==> src/rtl/vga_frame_reader_if.sv <==
// -----------------------------------------------------------------------------
// vga_frame_reader_if
// Read port between the framebuffer scan-out engine and the pixel BRAM.
//
// Signals:
//   mem_en    reader -> memory  read enable (one read per cycle when high)
//   mem_addr  reader -> memory  read address, ADDR_W bits
//   mem_dout  memory -> reader  read data, PIX_W bits, {R,G,B} with R on top
//
// Handshake: there is no ready/backpressure. A read is issued on every cycle
// where mem_en is high at a rising clk edge. mem_dout carries the word for
// that address a fixed MEM_LATENCY cycles later. When mem_en is low the
// address is held and mem_dout is don't-care for that slot.
//
// Modports:
//   master  the reader (drives mem_en/mem_addr)
//   slave   the memory (drives mem_dout)
// -----------------------------------------------------------------------------
interface vga_frame_reader_if #(
   parameter int ADDR_W = 18,
   parameter int PIX_W  = 24
);
   logic              mem_en;
   logic [ADDR_W-1:0] mem_addr;
   logic [PIX_W-1:0]  mem_dout;

   modport master (
      output mem_en,
      output mem_addr,
      input  mem_dout
   );

   modport slave (
      input  mem_en,
      input  mem_addr,
      output mem_dout
   );
endinterface

==> src/rtl/vga_frame_reader.sv <==
// -----------------------------------------------------------------------------
// vga_frame_reader
// Framebuffer scan-out engine in the VGA pixel clock domain. Maps visible
// coordinates to image addresses with 1x/2x/4x/8x integer upscaling, blanks
// outside the stored image, applies a colour mode and delays sync so it stays
// aligned with the pixel pipeline.
//
// Pipeline (L = MEM_LATENCY + 2 register stages, one pixel per cycle):
//   stage A   : coordinate -> col/row, class, address, read enable
//   memory    : MEM_LATENCY cycles, class/mode ride a matching delay line
//   output    : colour mode / background / blank, registered
//
// Ports:
//   clk, rst               pixel clock, synchronous active-high reset
//   hc_visible, vc_visible visible coordinates, 0 = outside visible area
//   hs_in, vs_in           sync from the timing driver
//   scale_sel              0=1x 1=2x 2=4x 3=8x (sampled during vertical blank)
//   mode                   00 colour 01 gray 10 invert 11 image disabled
//   bg_color               {r,g,b} fill for visible pixels outside the image
//   mem                    BRAM read port (master side)
//   vga_r, vga_g, vga_b    colour outputs
//   vga_hs, vga_vs         sync delayed by L cycles
// -----------------------------------------------------------------------------
module vga_frame_reader #(
   parameter int IMG_W       = 512,
   parameter int IMG_H       = 384,
   parameter int ADDR_W      = 18,
   parameter int PIX_W       = 24,
   parameter int OUT_BITS    = 4,
   parameter int MEM_LATENCY = 1
) (
   input  logic                  clk,
   input  logic                  rst,
   input  logic [10:0]           hc_visible,
   input  logic [10:0]           vc_visible,
   input  logic                  hs_in,
   input  logic                  vs_in,
   input  logic [1:0]            scale_sel,
   input  logic [1:0]            mode,
   input  logic [3*OUT_BITS-1:0] bg_color,
   vga_frame_reader_if.master    mem,
   output logic [OUT_BITS-1:0]   vga_r,
   output logic [OUT_BITS-1:0]   vga_g,
   output logic [OUT_BITS-1:0]   vga_b,
   output logic                  vga_hs,
   output logic                  vga_vs
);

   localparam int L = MEM_LATENCY + 2;

   localparam logic [11:0]       IMG_W_C = 12'(IMG_W);
   localparam logic [11:0]       IMG_H_C = 12'(IMG_H);
   localparam logic [ADDR_W-1:0] IMG_W_A = ADDR_W'(IMG_W);

   // BLANK must encode as zero so cleared delay-line stages emit black.
   typedef enum logic [1:0] {
      CLS_BLANK = 2'd0,
      CLS_OUT   = 2'd1,
      CLS_IN    = 2'd2
   } cls_t;

   // ---------------------------------------------------------------- shadows
   logic [1:0] scale_q;
   logic [1:0] mode_q;

   // ---------------------------------------------------------------- stage A
   logic [10:0]       col_d, row_d;
   cls_t              cls_d;
   logic [ADDR_W-1:0] addr_d;

   logic              en_q;
   logic [ADDR_W-1:0] addr_q;
   cls_t              cls_a_q;
   logic [1:0]        mode_a_q;

   always_comb begin
      // Coordinates are 1-based; subtract before scaling so column 1 maps to 0.
      col_d  = (hc_visible - 11'd1) >> scale_q;
      row_d  = (vc_visible - 11'd1) >> scale_q;
      addr_d = ADDR_W'(col_d) + IMG_W_A * ADDR_W'(row_d);
      if (hc_visible == 11'd0 || vc_visible == 11'd0) begin
         cls_d = CLS_BLANK;
      end else if ({1'b0, col_d} >= IMG_W_C || {1'b0, row_d} >= IMG_H_C ||
                   mode_q == 2'b11) begin
         cls_d = CLS_OUT;
      end else begin
         cls_d = CLS_IN;
      end
   end

   always_ff @(posedge clk) begin
      if (rst) begin
         scale_q  <= 2'd1;
         mode_q   <= 2'b00;
         en_q     <= 1'b0;
         addr_q   <= '0;
         cls_a_q  <= CLS_BLANK;
         mode_a_q <= 2'b00;
      end else begin
         // Settings only change during vertical blank to avoid tearing.
         if (vc_visible == 11'd0) begin
            scale_q <= scale_sel;
            mode_q  <= mode;
         end
         en_q     <= (cls_d == CLS_IN);
         // Address holds when no read is issued, so it never leaves the image.
         if (cls_d == CLS_IN) begin
            addr_q <= addr_d;
         end
         cls_a_q  <= cls_d;
         mode_a_q <= mode_q;
      end
   end

   assign mem.mem_en   = en_q;
   assign mem.mem_addr = addr_q;

   // ------------------------------------------------- class/mode delay line
   cls_t       cls_dl_q  [MEM_LATENCY];
   logic [1:0] mode_dl_q [MEM_LATENCY];

   always_ff @(posedge clk) begin
      if (rst) begin
         for (int i = 0; i < MEM_LATENCY; i++) begin
            cls_dl_q[i]  <= CLS_BLANK;
            mode_dl_q[i] <= 2'b00;
         end
      end else begin
         cls_dl_q[0]  <= cls_a_q;
         mode_dl_q[0] <= mode_a_q;
         for (int i = 1; i < MEM_LATENCY; i++) begin
            cls_dl_q[i]  <= cls_dl_q[i-1];
            mode_dl_q[i] <= mode_dl_q[i-1];
         end
      end
   end

   // ------------------------------------------------------- sync delay line
   logic [L-1:0] hs_dl_q, vs_dl_q;

   always_ff @(posedge clk) begin
      if (rst) begin
         hs_dl_q <= '0;
         vs_dl_q <= '0;
      end else begin
         hs_dl_q <= {hs_dl_q[L-2:0], hs_in};
         vs_dl_q <= {vs_dl_q[L-2:0], vs_in};
      end
   end

   assign vga_hs = hs_dl_q[L-1];
   assign vga_vs = vs_dl_q[L-1];

   // ------------------------------------------------------------ output
   logic [7:0]          pix_r, pix_g, pix_b;
   logic [9:0]          y_sum;
   logic [OUT_BITS-1:0] r_t, g_t, b_t, y_t;
   logic [OUT_BITS-1:0] r_d, g_d, b_d;
   logic [OUT_BITS-1:0] r_q, g_q, b_q;
   logic                unused_y_lsbs;

   always_comb begin
      pix_r = mem.mem_dout[23:16];
      pix_g = mem.mem_dout[15:8];
      pix_b = mem.mem_dout[7:0];
      r_t   = pix_r[7 -: OUT_BITS];
      g_t   = pix_g[7 -: OUT_BITS];
      b_t   = pix_b[7 -: OUT_BITS];
      // Y = (R + 2G + B) >> 2; top bits of the 8-bit Y are y_sum's top bits.
      y_sum = {2'b00, pix_r} + {1'b0, pix_g, 1'b0} + {2'b00, pix_b};
      y_t   = y_sum[9 -: OUT_BITS];

      r_d = '0;
      g_d = '0;
      b_d = '0;
      case (cls_dl_q[MEM_LATENCY-1])
         CLS_IN: begin
            case (mode_dl_q[MEM_LATENCY-1])
               2'b00: begin
                  r_d = r_t;
                  g_d = g_t;
                  b_d = b_t;
               end
               2'b01: begin
                  r_d = y_t;
                  g_d = y_t;
                  b_d = y_t;
               end
               2'b10: begin
                  r_d = ~r_t;
                  g_d = ~g_t;
                  b_d = ~b_t;
               end
               default: ;
            endcase
         end
         CLS_OUT: begin
            r_d = bg_color[3*OUT_BITS-1 -: OUT_BITS];
            g_d = bg_color[2*OUT_BITS-1 -: OUT_BITS];
            b_d = bg_color[OUT_BITS-1   -: OUT_BITS];
         end
         default: ;
      endcase
   end

   assign unused_y_lsbs = ^y_sum[9-OUT_BITS:0];

   always_ff @(posedge clk) begin
      if (rst) begin
         r_q <= '0;
         g_q <= '0;
         b_q <= '0;
      end else begin
         r_q <= r_d;
         g_q <= g_d;
         b_q <= b_d;
      end
   end

   assign vga_r = r_q;
   assign vga_g = g_q;
   assign vga_b = b_q;

endmodule
==> src/flat_wrapper.sv <==
// flat-port wrapper written by rule: the top's interface ports become plain ports
module vga_frame_reader_flat 
#(
   parameter int IMG_W       = 512,
   parameter int IMG_H       = 384,
   parameter int ADDR_W      = 18,
   parameter int PIX_W       = 24,
   parameter int OUT_BITS    = 4,
   parameter int MEM_LATENCY = 1
)
  (clk, rst, hc_visible, vc_visible, hs_in, vs_in, scale_sel, mode, bg_color, vga_r, vga_g, vga_b, vga_hs, vga_vs, mem_mem_en, mem_mem_addr, mem_mem_dout);
  vga_frame_reader_if #(.ADDR_W(ADDR_W), .PIX_W(PIX_W)) mem_i ();
  input  logic clk;
  input  logic rst;
  input  logic [10:0] hc_visible;
  input  logic [10:0] vc_visible;
  input  logic hs_in;
  input  logic vs_in;
  input  logic [1:0] scale_sel;
  input  logic [1:0] mode;
  input  logic [3*OUT_BITS-1:0] bg_color;
  output logic [OUT_BITS-1:0] vga_r;
  output logic [OUT_BITS-1:0] vga_g;
  output logic [OUT_BITS-1:0] vga_b;
  output logic vga_hs;
  output logic vga_vs;
  output wire logic [$bits(mem_i.mem_en)-1:0] mem_mem_en;
  output wire logic [$bits(mem_i.mem_addr)-1:0] mem_mem_addr;
  input wire logic [$bits(mem_i.mem_dout)-1:0] mem_mem_dout;
  assign mem_mem_en = mem_i.mem_en;
  assign mem_mem_addr = mem_i.mem_addr;
  assign mem_i.mem_dout = mem_mem_dout;
  vga_frame_reader #(.IMG_W(IMG_W), .IMG_H(IMG_H), .ADDR_W(ADDR_W), .PIX_W(PIX_W), .OUT_BITS(OUT_BITS), .MEM_LATENCY(MEM_LATENCY)) u_core (.clk(clk), .rst(rst), .hc_visible(hc_visible), .vc_visible(vc_visible), .hs_in(hs_in), .vs_in(vs_in), .scale_sel(scale_sel), .mode(mode), .bg_color(bg_color), .mem(mem_i), .vga_r(vga_r), .vga_g(vga_g), .vga_b(vga_b), .vga_hs(vga_hs), .vga_vs(vga_vs));
endmodule
==> config.mk <==
export PLATFORM = sky130hd
export DESIGN_NAME = vga_frame_reader_flat
export DESIGN_NICKNAME = d
export VERILOG_FILES = /design/src/rtl/vga_frame_reader_if.sv /design/src/rtl/vga_frame_reader.sv /design/src/flat_wrapper.sv
export SDC_FILE = /design/constraint.sdc
export NUM_CORES = 1
export LEC_CHECK = 0
export ABC_CLOCK_PERIOD_IN_PS = 9600
export CORE_MARGIN = 1.5
export CORE_UTILIZATION = 37
export CTS_CLUSTER_SIZE = 12
export DETAILED_ROUTE_END_ITERATION = 8
export DONT_BUFFER_PORTS = 1
export GPL_TIMING_DRIVEN = 0
export SYNTH_ARGS = -nofsm -noshare
export SYNTH_HDL_FRONTEND = slang
export SYNTH_SLANG_ARGS = --single-unit
==> constraint.sdc <==
create_clock -name clk -period 9.6 [get_ports clk]
set_input_delay 1.92 -clock clk [delete_from_list [all_inputs] [get_ports clk]]
set_output_delay 1.92 -clock clk [all_outputs]
set_load 0.05 [all_outputs]
==> After elaboration in Yosys (flattened, before gate mapping) <==
Memories as Yosys holds them, arrays and structs flattened.
Index checks and enable logic that the tools add are counted.
{ "totals": {"ram_bits": 4, "rom_bits": 0, "n_memories": 2, "output_inout_bits": 33, "word_cells": 54, "register_bits": 45, "latchBits": 0} }
{ "op_classes": {"bitwise": 3, "div_mod_pow": 0, "eq_ne": 6, "multipliers": 0, "shifts": 2, "muxes": 15, "magnitude_cmp": 2, "reduce_logical": 8, "add_sub_neg": 5} }
{ "memory_table": {"columns": ["name", "words", "width", "rd", "rd_clocked_by_memory_dff", "wr", "line_no", "source"], "rows": [
  ["u_core.cls_dl_q", 1, 2, 1, 0, 1, "vga_frame_reader.sv:119", "cls_t cls_dl_q [MEM_LATENCY];"],
  ["u_core.mode_dl_q", 1, 2, 1, 0, 1, "vga_frame_reader.sv:120", "logic [1:0] mode_dl_q [MEM_LATENCY];"]
]} }
{ "ops": {"columns": ["op", "count"], "rows": [
  ["one-hot mux 4 bit (3 select lines)", 3],
  ["one-hot mux 4 bit (2 select lines)", 3],
  ["logical NOT 11 bit", 2],
  ["right shift 11 x 2 -> 11 bit", 2],
  ["subtractor 11 x 1 -> 11 bit, second input constant", 2],
  ["adder 11 x 18 -> 18 bit", 1],
  ["NOT 4 bit", 3],
  ["greater-or-equal comparator 11 x 10 -> 1 bit, second input constant", 1],
  ["greater-or-equal comparator 11 x 9 -> 1 bit, second input constant", 1],
  ["adder 10 x 8 -> 10 bit", 1],
  ["adder 8 x 9 -> 10 bit", 1],
  ["== test 2 bit, second input constant", 4],
  ["two-way mux 2 bit", 4],
  ["two-way mux 1 bit", 5],
  ["== test 2 x 1 -> 1 bit, second input constant", 2],
  ["OR reduction 2 bit", 2],
  ["logical OR 1 bit", 3],
  ["logical NOT 2 bit", 1]
]} }

==> Depth between registers and ports, before layout <==
Gate-level depths: netlist of the first run.
{ "depth": {"word_depth": 8, "mapped_depth": 14} }

==> Worst setup path after synthesis of the first run <==
Ideal clock, no wire load.
{ "synth_timing": {"path_type": "input-to-reg", "startpoint": "in hc_visible[0]", "endpoint": "reg u_core.addr_q[16], in the netlist u_core.mem.mem_addr[16]", "cell_stages": 13, "arrival_ns": 4.727, "slack_ns": 4.732, "setup_ns": 0.141, "path_cell_list": "inv_1 -> ha_1 -> or3b_2 -> clkbuf_1 -> nor4_1 -> mux2_2 -> and2_1 -> ha_1 -> a21o_1 -> o21ai_0 -> a2111oi_4 -> xor2_1 -> o22ai_1"} }
{ "synth_between": {"elab_chain_cells": 8} }
{ "synth_rtl": {"columns": ["item", "line_no", "source"], "rows": [
  ["start, declared", "flat_wrapper.sv:15", "input logic [10:0] hc_visible;"],
  ["subtractor 11 x 1 -> 11 bit", "vga_frame_reader.sv:78", "col_d = (hc_visible - 11'd1) >> scale_q;"],
  ["right shift 11 x 2 -> 11 bit", "vga_frame_reader.sv:78", null],
  ["greater-or-equal comparator 11 x 10 -> 1 bit", "vga_frame_reader.sv:83", "end else if ({1'b0, col_d} >= IMG_W_C || {1'b0, row_d} >= IMG_H_C ||"],
  ["logical OR 1 bit (2 in a row)", "vga_frame_reader.sv:83", null],
  ["two-way mux 2 bit", "vga_frame_reader.sv:83", null],
  ["two-way mux 2 bit", "vga_frame_reader.sv:81", "if (hc_visible == 11'd0 || vc_visible == 11'd0) begin"],
  ["== test 2 bit", "vga_frame_reader.sv:107", "if (cls_d == CLS_IN) begin"],
  ["end signal, assigned", "vga_frame_reader.sv:108", "addr_q <= addr_d;"],
  ["end, declared", "vga_frame_reader.sv:72", "logic [ADDR_W-1:0] addr_q;"]
]} }
Parallel ways exist; a longest one is shown, timed or not.
A chain may end at the register's enable or synchronous reset.

==> Final worst setup path of the first run <==
Ends and elaborated chain as after synthesis.

==> results of run 1 <==
-- cells in the mapped netlist, types with 9 or more instances --
cell / instances / area [um^2]
ha_1: 14 / 175
a22oi_1: 9 / 67.6
xor2_1: 14 / 123
dfxtp_1: 48 / 961
mux2i_1: 9 / 90.1
nor2b_1: 17 / 106
a31oi_1: 12 / 75.1
nand2_1: 13 / 48.8
a21oi_1: 33 / 165
nor4_1: 10 / 62.6
nor3_1: 10 / 50.1
o31ai_1: 9 / 67.6
inv_1: 21 / 78.8
nor2_1: 31 / 116
clkbuf_1: 20 / 75.1
o21ai_0: 15 / 75.1
-- flip-flops by register name, summed over array words and instances, names as in the netlist --
name                 cells
u_core.mode_dl_q         2
u_core.cls_a_q           2
u_core.vga_r             4
u_core.scale_q           2
u_core.mode_q            2
u_core.mem.mem_addr     18
u_core.vga_g             4
u_core.cls_dl_q          2
u_core.mode_a_q          2
u_core.vga_b             4
u_core.vs_dl_q           3
u_core.hs_dl_q           3
-- worst max path at each step --
| stage | endpoint | slack, ns | cells after the start |
|---|---|---|---|
| floorplan | u_core.mem.mem_addr[16] | 4.73 | 13 |
| global placement | u_core.mem.mem_addr[16] | 4.45 | 13 |
| detailed placement | u_core.mem.mem_addr[16] | 4.43 | 13 |
| CTS | u_core.mem.mem_addr[16] | 4.76 | 13 |
| global route | u_core.mem.mem_addr[16] | 4.58 | 13 |
| finish | u_core.mem.mem_addr[16] | 4.75 | 13 |
-- power by group --
group	internal [W]	total [W]	switching, W
logic	0.0000456	0.000103	0.0000579
clock network	0.0000590	0.000130	0.0000706
registers	0.000207	0.000236	0.0000290
total	0.000312	0.000469	0.000157
-- kinds of logic (layout without fill, tap and decap cells) --
kind of cell | after synthesis | in the layout
multiplexers | 16 | 16
flip-flops | 48 | 48
buffers and inverters | 57 | 65
AO/OA/AOI/OAI | 146 | 146
AND/OR/NAND/NOR | 145 | 145
adder cells (fa/ha/maj) | 22 | 22
XOR/XNOR | 21 | 21
-- cell type report --
class	count	area, um^2
sequential	48	961
inverter	21	78.8
clock inverter	2	13.8
clock buffer	6	82.6
fill	1030	6130
tap	136	170
buffer	36	186
multi-input combinational	350	2700
-- worst max-delay path, delay by kind of cell --
family	cells	cell delay, ns
XOR/XNOR	1	0.19
multiplexers	1	0.42
adder cells (fa/ha/maj)	2	0.48
AO/OA/AOI/OAI	4	0.74
buffers and inverters	2	0.30
AND/OR/NAND/NOR	3	0.97
-- cells in the final DEF, fill, tap and decap left out, drive strengths merged, types with 3 or more instances in the layout --
master,instances
ha,14
a21o,3
o22ai,3
nand3,5
mux2,7
dfxtp,48
and3,5
or3,8
o31a,4
buf,16
nand4,7
nand2,14
o31ai,10
or2,7
clkbuf,26
nor2,31
o21bai,6
o211ai,5
fa,8
nor3,13
a22oi,9
nor2b,17
o311ai,3
o21ai,15
a31oi,14
xnor2,7
o21a,5
inv,22
o211a,3
nand2b,5
or4,6
nor4,12
xor2,14
a21oi,33
a211oi,11
mux2i,9
-- stage by stage --
step,cells,instance area [um^2],setup slack (ns)
detailed placement,591,4100,4.43
finish,599,4200,4.75
floorplan,455,3930,4.73
global placement,591,4100,4.45
global route,599,4200,4.58
CTS,599,4200,4.76
-- per-layer routing --
metal	GRT usage	wire [um]	vias to the layer above
met2	0.339	5130	128
met5	0	0	-
met4	0.0319	107	0
met1	0.228	4370	1698
met3	0.0497	736	11
li1	-	-	1726
==> flow_summary.json, run 1 <==
{
  "outcome": "complete, no violations",
  "synth_warnings": 0,
  "synthArstFlopShare": 0,
  "hpwlAfterDp_mm": 8.28,
  "port_buffers": 0,
  "synth.area.mux_share": 0.0430,
  "grt_usage": 0.189,
  "power.density_nw_per_um2": 112,
  "path_clk_slew_ns": 0.09,
  "drv_cap": 0,
  "syn_to_final_growth_pct": 6.78,
  "whs_path_depth": 1,
  "cts.repair.resized": 0,
  "cp-end-kind": "register",
  "first_pass_iters": 5,
  "clock_skew_ns": 0.0156,
  "drt-total-wl_mm": 10.3,
  "fp.dieW_um": 106,
  "numCtsBuffers": 5,
  "fin_util": 0.406,
  "ys_ff_latch": 48,
  "worstMarginPinSlew_ns": 0.674,
  "worst_ep_arrival_time_ns": 5.02,
  "startpoint_type": "primary input",
  "slowest_stage": "or3b_2",
  "drv_slew": 0,
  "synthXorXnorAreaFrac": 0.0468,
  "path_cells": "inv_1 > ha_1 > or3b_2 > clkbuf_1 > nor4_1 > mux2_2 > and2_1 > ha_1 > a21o_1 > o21ai_0 > a2111oi_4 > xor2_1 > o22ai_1",
  "critPathRequiredTime_ns": 9.77,
  "post_cts_buffers": 0,
  "drtIter0Drc": 214,
  "cts_buffer_depth": 2,
  "drt.antenna.violating_nets": 0,
  "finalSetupViolCount": 0,
  "hold_slack_ns": 0.444,
  "yosys.area_share.simple": 0.230,
  "design.die.area_um2": 11200,
  "cts_max_level": 2,
  "num_rows": 37,
  "tns_ns": 0,
  "cts-root-buf": "clkbuf_8",
  "dr_total_vias": 3563,
  "drive_gt1_frac": 0.123,
  "rr_worst_depth": 12,
  "grt_pass1_wl_mm": 17.3,
  "antenna_cells": 0,
  "synth_edf_count": 0,
  "synth_area_um2": 3930,
  "min_period_ns": 4.85,
  "synth_area_per_cell_um2": 8.64,
  "slew_headroom": 0.547,
  "min-delay-start": "u_core.vs_dl_q[1]",
  "overflow": 0,
  "drc": 0,
  "crit_type": "primary input to register",
  "grt_max_degree": 16,
  "max_stage_delay_ns": 0.44,
  "fin_nets": 550,
  "antenna_found_initial": 0,
  "syn_nets": 543,
  "r2r-start": "u_core.scale_q[0]",
  "clkSinkCount": 48,
  "start_util": 0.381,
  "r2r_end": "u_core.mem.mem_addr[16]",
  "die_h_um": 106,
  "path_common_cell": "ha_1",
  "startpoint": "hc_visible[0]",
  "max_freq_ghz": 0.206,
  "boundaryPins": 99,
  "total_power_w": 0.000469,
  "yosysSeqAreaShare": 0.245,
  "gp_congestion": 0.862,
  "synth_top_family_by_area": "compound AO/OA/AOI/OAI gates",
  "synth_adder_area_share": 0.0853,
  "synth_ff_type": "dfxtp_1",
  "grt_pass1_vias": 3453,
  "synth_compound_area_frac": 0.282,
  "rsz0062_at_grt": "no",
  "max-vdd-ir-drop_mv": 0.0708,
  "via_per_inst": 5.95,
  "core_um2": 10300,
  "r2r_setup_slack_ns": 5.36,
  "cts_tree": "done",
  "hold_end": "u_core.vs_dl_q[2]",
  "yosysUniqueCellTypes": 79,
  "clock_latency_ns": 0.31,
  "synthesis.instances": 455,
  "worstHoldPathType": "register to register",
  "wl_per_cell_um": 17.3,
  "holdBufCountCts": 0,
  "p_leak_nw": 1.56,
  "critPathMaxFanout": 10,
  "fin_crit_sh": 0.505,
  "hold_viol": 0
}
Note: power is estimated with default switching activity, not from simulation.
==> run 2: changes to the inputs <==
--- a/config.mk
+++ b/config.mk
@@ -5,7 +5,7 @@
 export SDC_FILE = /design/constraint.sdc
 export NUM_CORES = 1
 export LEC_CHECK = 0
-export ABC_CLOCK_PERIOD_IN_PS = 9600
+export ABC_CLOCK_PERIOD_IN_PS = 4280
 export CORE_MARGIN = 1.5
 export CORE_UTILIZATION = 37
 export CTS_CLUSTER_SIZE = 12
==> constraint.sdc (replaced) <==
create_clock -name clk -period 4.28 [get_ports clk]
set_input_delay 0.856 -clock clk [delete_from_list [all_inputs] [get_ports clk]]
set_output_delay 0.856 -clock clk [all_outputs]
set_load 0.05 [all_outputs]
==> run 2 against run 1 <==
Compared with the run above:
- highest routed layer unchanged
- largest power group unchanged
- clock-buffer cell count is the same
- non-clock buffer count unchanged
- total power increased by 120%
- clock skew about the same
- sequential share of layout area about the same
==> flow_summary.json, run 2 (synthesized netlist as in run 1, its figures left out) <==
{
  "outcome": "complete, no violations",
  "die_h_um": 106,
  "critPathMaxFanout": 10,
  "hpwlAfterDp_mm": 8.28,
  "worstHoldPathType": "register to register",
  "power.density_nw_per_um2": 251,
  "max-vdd-ir-drop_mv": 0.159,
  "drc": 0,
  "drt-total-wl_mm": 10.3,
  "boundaryPins": 99,
  "grt_use_met3": 0.0497,
  "fin_util": 0.407,
  "fp.dieW_um": 106,
  "dr_total_vias": 3581,
  "antenna_found_initial": 0,
  "drt.antenna.violating_nets": 0,
  "gp_congestion": 0.862,
  "grt_pass1_vias": 3453,
  "swShare": 0.336,
  "fin_crit_sh": 0.913,
  "max_freq_ghz": 0.256,
  "gr-usage-met1": 0.228,
  "switchingPower_w": 0.000353,
  "p_int_w": 0.000699,
  "antenna_cells": 0,
  "largest_reg_flops": 18,
  "hold_viol": 0,
  "slew_headroom": 0.544,
  "start_util": 0.381,
  "fin_ws_ns": 0.374,
  "cp-end-kind": "register",
  "clock_skew_ns": 0.0156,
  "port_buffers": 0,
  "grt_pass1_wl_mm": 17.3,
  "cts_tree": "done",
  "drv_cap": 0,
  "finalNonFillerCells": 599,
  "final_common_cell": "dfxtp_1",
  "first_pass_iters": 5,
  "via_per_inst": 5.98,
  "drtIter0Drc": 212,
  "rsz0062_at_grt": "no",
  "grt_usage": 0.189,
  "grt_max_degree": 16,
  "top_usage_layer": "met2",
  "startpoint_type": "register",
  "clkSinkCount": 48,
  "clock_latency_ns": 0.31,
  "wl_per_cell_um": 17.2,
  "hold_slack_ns": 0.444,
  "core_um2": 10300,
  "tns_ns": 0,
  "p_leak_nw": 1.57,
  "cts-root-buf": "clkbuf_8",
  "dpl.cell_count": 591,
  "crit_type": "register to register",
  "holdBufCountCts": 0,
  "overflow": 0,
  "seqPwrFrac": 0.503,
  "drive_gt1_frac": 0.127,
  "p_comb_frac": 0.221,
  "numCtsBuffers": 5,
  "drv_slew": 0,
  "cts_max_level": 2,
  "worst_ep_arrival_time_ns": 4.08,
  "design.die.area_um2": 11200,
  "critPathRequiredTime_ns": 4.45,
  "fin_nets": 550,
  "cts_buffer_depth": 2,
  "path_clk_slew_ns": 0.09,
  "place_ws_ns": 0.0754,
  "worstMarginPinSlew_ns": 0.677,
  "finalSetupViolCount": 0,
  "min_period_ns": 3.91,
  "clkPwrFrac": 0.276,
  "syn_to_final_growth_pct": 6.85,
  "layout_common_cells": "dfxtp_1 (48), a21oi_1 (33), nor2_1 (31)",
  "grt_util_met2": 0.339,
  "num_rows": 37
}
-- run 2: final timing paths --
path / startpoint / to / slack [ns] / depth (start not counted)
hold reg to reg: u_core.vs_dl_q[1] / u_core.vs_dl_q[2] / 0.44 / 1
setup / recovery: u_core.scale_q[0] / u_core.mem.mem_addr[16] / 0.37 / 12
hold / removal: u_core.vs_dl_q[1] / u_core.vs_dl_q[2] / 0.44 / 1
setup reg to reg: u_core.scale_q[0] / u_core.mem.mem_addr[16] / 0.37 / 12
-- run 2: area by class of cell --
type                       instances  area, um^2
fill                            1031        6120
multi-input combinational        350        2700
sequential                        48         961
buffer                            36         189
tap                              136         170
clock buffer                       6        82.6
inverter                          21        78.8
clock inverter                     2        13.8
-- run 2: stage by stage --
stage | total power, W | cell area (um^2)
after global placement | 0.000766 | 4100
after detailed placement | 0.000772 | 4100
after CTS | 0.00106 | 4200
after global routing | 0.00111 | 4200
final | 0.00105 | 4200
after floorplan | 0.000723 | 3930
-- run 2: worst max-delay path, cell delays in order (launching register included) --
cell and delay, ns:
dfxtp_1 0.50, clkbuf_1 0.41, clkbuf_2 0.34, buf_1 0.41
clkbuf_2 0.34, mux2_2 0.38, a21oi_1 0.27, ha_1 0.20
a21o_1 0.08, o21ai_0 0.21, a2111oi_4 0.34, xor2_1 0.19
o22ai_1 0.09
-- run 2: what timing repair did --
item,in CTS,in global routing
gates resized for setup,0,4
hold endpoints to repair,0,0
setup endpoints to repair,0,3
setup buffers,0,0
-- run 2: power groups by stage --
| stage | Clock [W] | Sequential (W) | Combinational, W |
|---|---|---|---|
| 2_1_floorplan | 0 | 0.000535 | 0.000188 |
| 3_3_place_gp | 0 | 0.000541 | 0.000226 |
| 3_5_place_dp | 0 | 0.000541 | 0.000231 |
| 4_1_cts | 0.000297 | 0.000530 | 0.000233 |
| 5_1_grt | 0.000318 | 0.000532 | 0.000263 |
| 6_report | 0.000291 | 0.000529 | 0.000232 |
-- run 2: metal layers --
layer	wire length, um	vias to the layer above
met4	130	0
li1	-	1727
met3	767	16
met2	5110	136
met5	0	-
met1	4310	1702
